**src/rtl/rst_sequencer.sv**
```systemverilog
// Reset sequencer: releases the memory-controller reset after clock lock, then
// the core/peripheral reset after DDR calibration completes. Debounces the
// board reset button and flags a calibration timeout.
//
// Ports:
//   clk          system clock
//   rstn         async active-low reset (deassertion synchronised internally)
//   rst_btn      raw board reset button, active-high, asynchronous
//   clk_locked   clock-generator lock, asynchronous
//   calib_done   DDR calibration complete, synchronous to clk
//   mig_rst      memory-controller reset, active-high
//   core_rst     core/uncore reset, active-high
//   periph_rstn  peripheral reset, active-low (always !core_rst)
//   calib_err    sticky calibration-timeout flag (set while in ERROR)
//   state_o      current sequencer state encoding
module rst_sequencer #(
    parameter int unsigned DEBOUNCE_CYCLES  = 16,
    parameter int unsigned MIG_RST_CYCLES   = 64,
    parameter int unsigned CORE_HOLD_CYCLES = 32,
    parameter int unsigned CALIB_TIMEOUT    = 1048576,
    parameter int unsigned CNT_W            = 24
) (
    input  logic       clk,
    input  logic       rstn,
    input  logic       rst_btn,
    input  logic       clk_locked,
    input  logic       calib_done,
    output logic       mig_rst,
    output logic       core_rst,
    output logic       periph_rstn,
    output logic       calib_err,
    output logic [2:0] state_o
);

    typedef enum logic [2:0] {
        ST_IDLE       = 3'd0,
        ST_WAIT_LOCK  = 3'd1,
        ST_MIG_RST    = 3'd2,
        ST_WAIT_CALIB = 3'd3,
        ST_CORE_HOLD  = 3'd4,
        ST_RUN        = 3'd5,
        ST_ERROR      = 3'd6
    } state_e;

    // Largest cycle count any counter must represent
    localparam int unsigned MAX_A   = (DEBOUNCE_CYCLES > MIG_RST_CYCLES) ? DEBOUNCE_CYCLES : MIG_RST_CYCLES;
    localparam int unsigned MAX_B   = (CORE_HOLD_CYCLES > CALIB_TIMEOUT) ? CORE_HOLD_CYCLES : CALIB_TIMEOUT;
    localparam int unsigned MAX_CYC = (MAX_A > MAX_B) ? MAX_A : MAX_B;

    if ((64'(MAX_CYC) >> CNT_W) != 64'd0) begin : g_cnt_w_check
        $error("rst_sequencer: CNT_W too small for the configured cycle counts");
    end

    // Reset deassertion synchroniser
    logic [1:0] rst_sync_q;
    logic       rst_int_n;

    always_ff @(posedge clk or negedge rstn) begin
        if (!rstn) begin
            rst_sync_q <= 2'b00;
        end else begin
            rst_sync_q <= {rst_sync_q[0], 1'b1};
        end
    end

    assign rst_int_n = rst_sync_q[1];

    // Input synchronisers; lock_prev_q extends the lock chain for edge detect
    logic [1:0] btn_sync_q;
    logic [1:0] lock_sync_q;
    logic       lock_prev_q;
    logic       btn_s;
    logic       lock_s;
    logic       lock_fall;

    always_ff @(posedge clk or negedge rstn) begin
        if (!rstn) begin
            btn_sync_q  <= 2'b00;
            lock_sync_q <= 2'b00;
            lock_prev_q <= 1'b0;
        end else begin
            btn_sync_q  <= {btn_sync_q[0], rst_btn};
            lock_sync_q <= {lock_sync_q[0], clk_locked};
            lock_prev_q <= lock_sync_q[1];
        end
    end

    assign btn_s     = btn_sync_q[1];
    assign lock_s    = lock_sync_q[1];
    assign lock_fall = lock_prev_q & ~lock_s;

    // Debouncer: accept a new level after DEBOUNCE_CYCLES consecutive mismatches
    logic             btn_db_q, btn_db_d;
    logic [CNT_W-1:0] db_cnt_q, db_cnt_d;

    always_comb begin
        btn_db_d = btn_db_q;
        db_cnt_d = '0;
        if (btn_s != btn_db_q) begin
            if (db_cnt_q == CNT_W'(DEBOUNCE_CYCLES - 1)) begin
                btn_db_d = btn_s;
            end else begin
                db_cnt_d = db_cnt_q + CNT_W'(1);
            end
        end
        if (!rst_int_n) begin
            btn_db_d = 1'b0;
            db_cnt_d = '0;
        end
    end

    // Sequencer next-state, counter and output decode
    state_e           state_q, state_d;
    logic [CNT_W-1:0] cnt_q, cnt_d;
    logic             mig_rst_d, core_rst_d, periph_rstn_d, calib_err_d;

    always_comb begin
        state_d = state_q;
        cnt_d   = (cnt_q == {CNT_W{1'b1}}) ? cnt_q : cnt_q + CNT_W'(1);

        case (state_q)
            ST_IDLE:      state_d = ST_WAIT_LOCK;
            ST_WAIT_LOCK: if (lock_s) state_d = ST_MIG_RST;
            ST_MIG_RST: begin
                if (cnt_q == CNT_W'(MIG_RST_CYCLES - 1)) state_d = ST_WAIT_CALIB;
            end
            ST_WAIT_CALIB: begin
                // calib_done takes priority over a coincident timeout
                if (calib_done) begin
                    state_d = ST_CORE_HOLD;
                end else if (cnt_q == CNT_W'(CALIB_TIMEOUT - 1)) begin
                    state_d = ST_ERROR;
                end
            end
            ST_CORE_HOLD: begin
                if (cnt_q == CNT_W'(CORE_HOLD_CYCLES - 1)) state_d = ST_RUN;
            end
            ST_RUN:   state_d = ST_RUN;
            ST_ERROR: state_d = ST_ERROR;
            default:  state_d = ST_IDLE;
        endcase

        // Button or lock loss restarts the sequence; button holds it in WAIT_LOCK
        if ((state_q != ST_IDLE) && (btn_db_q || lock_fall)) begin
            state_d = ST_WAIT_LOCK;
        end

        if (state_d != state_q) begin
            cnt_d = '0;
        end

        if (!rst_int_n) begin
            state_d = ST_IDLE;
            cnt_d   = '0;
        end

        // Outputs registered from the next state so they track state_q exactly
        mig_rst_d     = (state_d == ST_IDLE) || (state_d == ST_WAIT_LOCK) || (state_d == ST_MIG_RST);
        core_rst_d    = (state_d != ST_RUN);
        periph_rstn_d = (state_d == ST_RUN);
        calib_err_d   = (state_d == ST_ERROR);
    end

    always_ff @(posedge clk or negedge rstn) begin
        if (!rstn) begin
            btn_db_q    <= 1'b0;
            db_cnt_q    <= '0;
            state_q     <= ST_IDLE;
            cnt_q       <= '0;
            mig_rst     <= 1'b1;
            core_rst    <= 1'b1;
            periph_rstn <= 1'b0;
            calib_err   <= 1'b0;
        end else begin
            btn_db_q    <= btn_db_d;
            db_cnt_q    <= db_cnt_d;
            state_q     <= state_d;
            cnt_q       <= cnt_d;
            mig_rst     <= mig_rst_d;
            core_rst    <= core_rst_d;
            periph_rstn <= periph_rstn_d;
            calib_err   <= calib_err_d;
        end
    end

    assign state_o = state_q;

endmodule

```
**config.mk**
```make
export PLATFORM = sky130hd
export DESIGN_NAME = rst_sequencer
export DESIGN_NICKNAME = d
export VERILOG_FILES = /design/src/rtl/rst_sequencer.sv
export SDC_FILE = /design/constraint.sdc
export NUM_CORES = 1
export LEC_CHECK = 0
export CELL_PAD_IN_SITES_DETAIL_PLACEMENT = 1
export CELL_PAD_IN_SITES_GLOBAL_PLACEMENT = 1
export CORE_UTILIZATION = 49
export CTS_CLUSTER_SIZE = 25
export DETAILED_ROUTE_END_ITERATION = 10
export PLACE_DENSITY_LB_ADDON = 0.1
export SLEW_MARGIN = 20
export SYNTH_ARGS = -nofsm -noshare
export SYNTH_HDL_FRONTEND = slang
export SYNTH_SLANG_ARGS = --single-unit
```
**constraint.sdc**
```tcl
create_clock -name clk -period 2.3 [get_ports clk]
set_input_delay 0.23 -clock clk [delete_from_list [all_inputs] [get_ports clk]]
set_output_delay 0.23 -clock clk [all_outputs]
set_load 0.005 [all_outputs]
```
==> impl_metrics.py <==
metrics = {
    "power": {
        "p_per_area_nw_per_um2": 554,
        "power_leakage_nw": 1.64,
        "pwr-share-clk_pct": 40.3,
        "vdd_drop_max_mv": 0.372,
        "p_switching_uw": 572,
        "seq_power_share_pct": 51.2,
        "power_frac_comb_pct": 8.5,
        "intPower_mw": 1.64,
        "swShare_pct": 25.9,
        "report.power.total_mw": 2.21,
    },
    "clock_network": {
        "cts_buffers": 9,
        "clock_sinks": 63,
        "cts_resized": 0,
        "ctsRootBufferMaster": "clkbuf_8",
        "postCtsSetupBuffers": 0,
        "htree_levels": 3,
        "cts_tree": "yes",
        "clock_latency_ps": 340,
        "cts_buffer_depth": 2,
        "path_clk_slew_ps": 70,
    },
    "logic_synthesis": {
        "yosys_warnings": 0,
        "netlist_area_um2": 3420,
        "avgSynthCellArea_um2": 10.4,
        "synth_edf_count": 0,
        "synth.distinct_cells": 61,
        "yosys-top-cells-count": "dfrtp_1, nor2_1, xnor2_1",
        "yosysTopAreaCell": "dfrtp_1",
        "ys_seq_area_share_pct": 46.1,
        "yosysMostFrequentCell": "dfrtp_1",
        "synth_area_leaders": "dfrtp_1, xnor2_1, nor2_1",
        "syn_inst": 328,
        "synth_ff_type": "dfrtp_1",
        "yosysTopAreaCellShare_pct": 44.6,
        "syn_nets": 335,
        "synth-seq-cells": 63,
        "ys_async_sr_fraction_pct": 100,
    },
    "floorplanning": {
        "fp.dieW_um": 85.6,
        "dieArea_um2": 7330,
        "core_area_um2": 6760,
        "pin_count": 12,
        "num_rows": 30,
        "initial_utilization_pct": 50.7,
        "die_h_um": 85.6,
    },
    "critical_path": {
        "crit_start": "cnt_q[0]",
        "worst_ep_arrival_time_ps": 2360,
        "crit_path_start_kind": "flop",
        "cp-end-kind": "flop",
        "required_ps": 2540,
        "rr_startpoint": "cnt_q[0]",
        "cp_max_fo": 15,
        "critPathKind": "reg2reg",
    },
    "grt": {
        "antenna_found_initial": 0,
        "grt_overflow": 0,
        "grt_max_degree": 41,
        "grt_usage_pct": 25.0,
        "grt_pass1_wl_um": 14000,
        "grt_pass1_vias": 2812,
    },
    "sta": {
        "worst_pin_slew_ps": 660,
        "slew_violations": 0,
        "skew_ps": 7.14,
        "clock.fmax_ghz": 0.472,
        "slew_headroom_pct": 56.0,
        "final_hold_viol_count": 0,
        "fin_crit_ps": 2120,
        "setup_viol": 0,
        "period_share_pct": 92.1,
        "rsz0062_at_grt": "no",
    },
    "routing": {
        "drt-wirelength-per-cell_um": 18.4,
        "drt_wl_total_um": 8320,
        "viasPerCell": 5.95,
        "drcViolationCount": 0,
        "antenna_left": 0,
        "vias": 2694,
        "dr.pass1.iters": 4,
        "drtIter0Drc": 146,
    },
    "cells_and_area": {
        "design_area_um2": 3990,
        "num_antenna_cells": 0,
        "final_cell_count_no_fill": 453,
        "final.fill_count": 762,
        "area_growth_pct": 16.6,
        "fin_util_pct": 59.1,
        "final_nets": 375,
        "drive_above_1_share_pct": 20.1,
    },
    "placed_design": {
        "io_buffers": 11,
        "place_hpwl_um": 5840,
        "gp_congestion": 0.830,
        "placed_area_um2": 3780,
        "dp_cells": 435,
    },
    "job": {
        "drv_cap": 0,
    },
    "min_path": {
        "hold_start": "clk_locked",
        "min_path_type": "in2reg",
    },
    "status": {
        "status": "completed",
    },
}
routing by layer:
metal | GRT usage, % | vias up | part of all wire, %
met3 | 4.04 | 17 | 2.5
li1 | - | 1278 | -
met2 | 40.5 | 33 | 49
met5 | 0 | - | 0
met4 | 11.4 | 0 | 2.4
met1 | 33.1 | 1366 | 46
power by group through the flow:
stage	logic [mW]	registers, mW	clock network (mW)
after floorplan	0.0981	1.16	0
after global placement	0.178	1.15	0
after detailed placement	0.182	1.15	0
after CTS	0.185	1.13	0.910
after global routing	0.206	1.13	0.949
final	0.188	1.13	0.891
state kept, by name, indices dropped and copies added (netlist names):
name and cells:
cnt_q 24, db_cnt_q 24, state_o 3, btn_sync_q 2
lock_sync_q 2, rst_sync_q 2, btn_db_q 1, calib_err 1
core_rst 1, lock_prev_q 1, mig_rst 1, periph_rstn 1
worst max-delay path, cell delays in order (launching register included):
cell and delay, ps:
dfrtp_1 380, ha_1 220, buf_4 140, and3_1 230, nand4_1 150, o221a_2 230, o31ai_4 160, buf_8 210
a221oi_1 280
what timing repair did:
item / CTS / global route
hold endpoints to repair: 23 / 0
hold buffers: 1 / 0
endpoints found under the setup margin: 14 / 0
final timing paths:
kind / to / slack, ps / depth (start not counted)
max in group asynchronous: mig_rst / 1190 / 3
hold / removal: lock_sync_q[0] / 330 / 1
setup / recovery: cnt_q[17] / 180 / 8
setup reg to reg: cnt_q[17] / 180 / 8
min in group asynchronous: cnt_q[23] / 430 / 2
hold reg to reg: rst_sync_q[1] / 350 / 0
kinds of logic (layout without fill, tap and decap cells):
family | Yosys count | after routing | synth area share [%]
adders and majority gates | 2 | 2 | 0.731
and+or+nand+nor | 141 | 141 | 25.0
other | 1 | 1 | 0.110
AOI/OAI and AO/OA | 51 | 51 | 12.3
xor gates and xnor gates | 37 | 37 | 9.46
DFF | 63 | 63 | 46.1
buffers and inverters | 27 | 72 | 4.57
muxes | 6 | 6 | 1.75
cell type report:
| type | instances | area, µm² | share of cell area [%] |
|---|---|---|---|
| Clock buffer | 11 | 151 | 3.79 |
| Clock inverter | 5 | 32.5 | 0.815 |
| Inverter | 13 | 48.8 | 1.22 |
| Multi-Input combinational cell | 238 | 1690 | 42.3 |
| Tap cell | 80 | 100 | 2.51 |
| Sequential cell | 63 | 1580 | 39.5 |
| Timing Repair Buffer | 43 | 393 | 9.84 |
through the flow:
step	worst slack [ps]	hold slack (ps)	TNS, ps
CTS	-37.3	314	-179
detailed placement	-17.6	273	-33.9
global route	66.5	308	0
floorplan	387	-65.6	0
global placement	24.7	262	0
finish	181	328	0
cell usage in the layout, fill, tap and decap left out, drive strengths merged, types with 8 or more instances in the layout:
master,n
inv,13
a211oi,12
nor3,11
and2,8
nand4,13
buf,32
xnor2,31
dfrtp,61
clkbuf,11
clkdlybuf4s50,10
nand3,10
nor4,13
and3,9
nand2,20
nor2,34
a221oi,13
No activity file was read; power rests on OpenSTA's default activity.
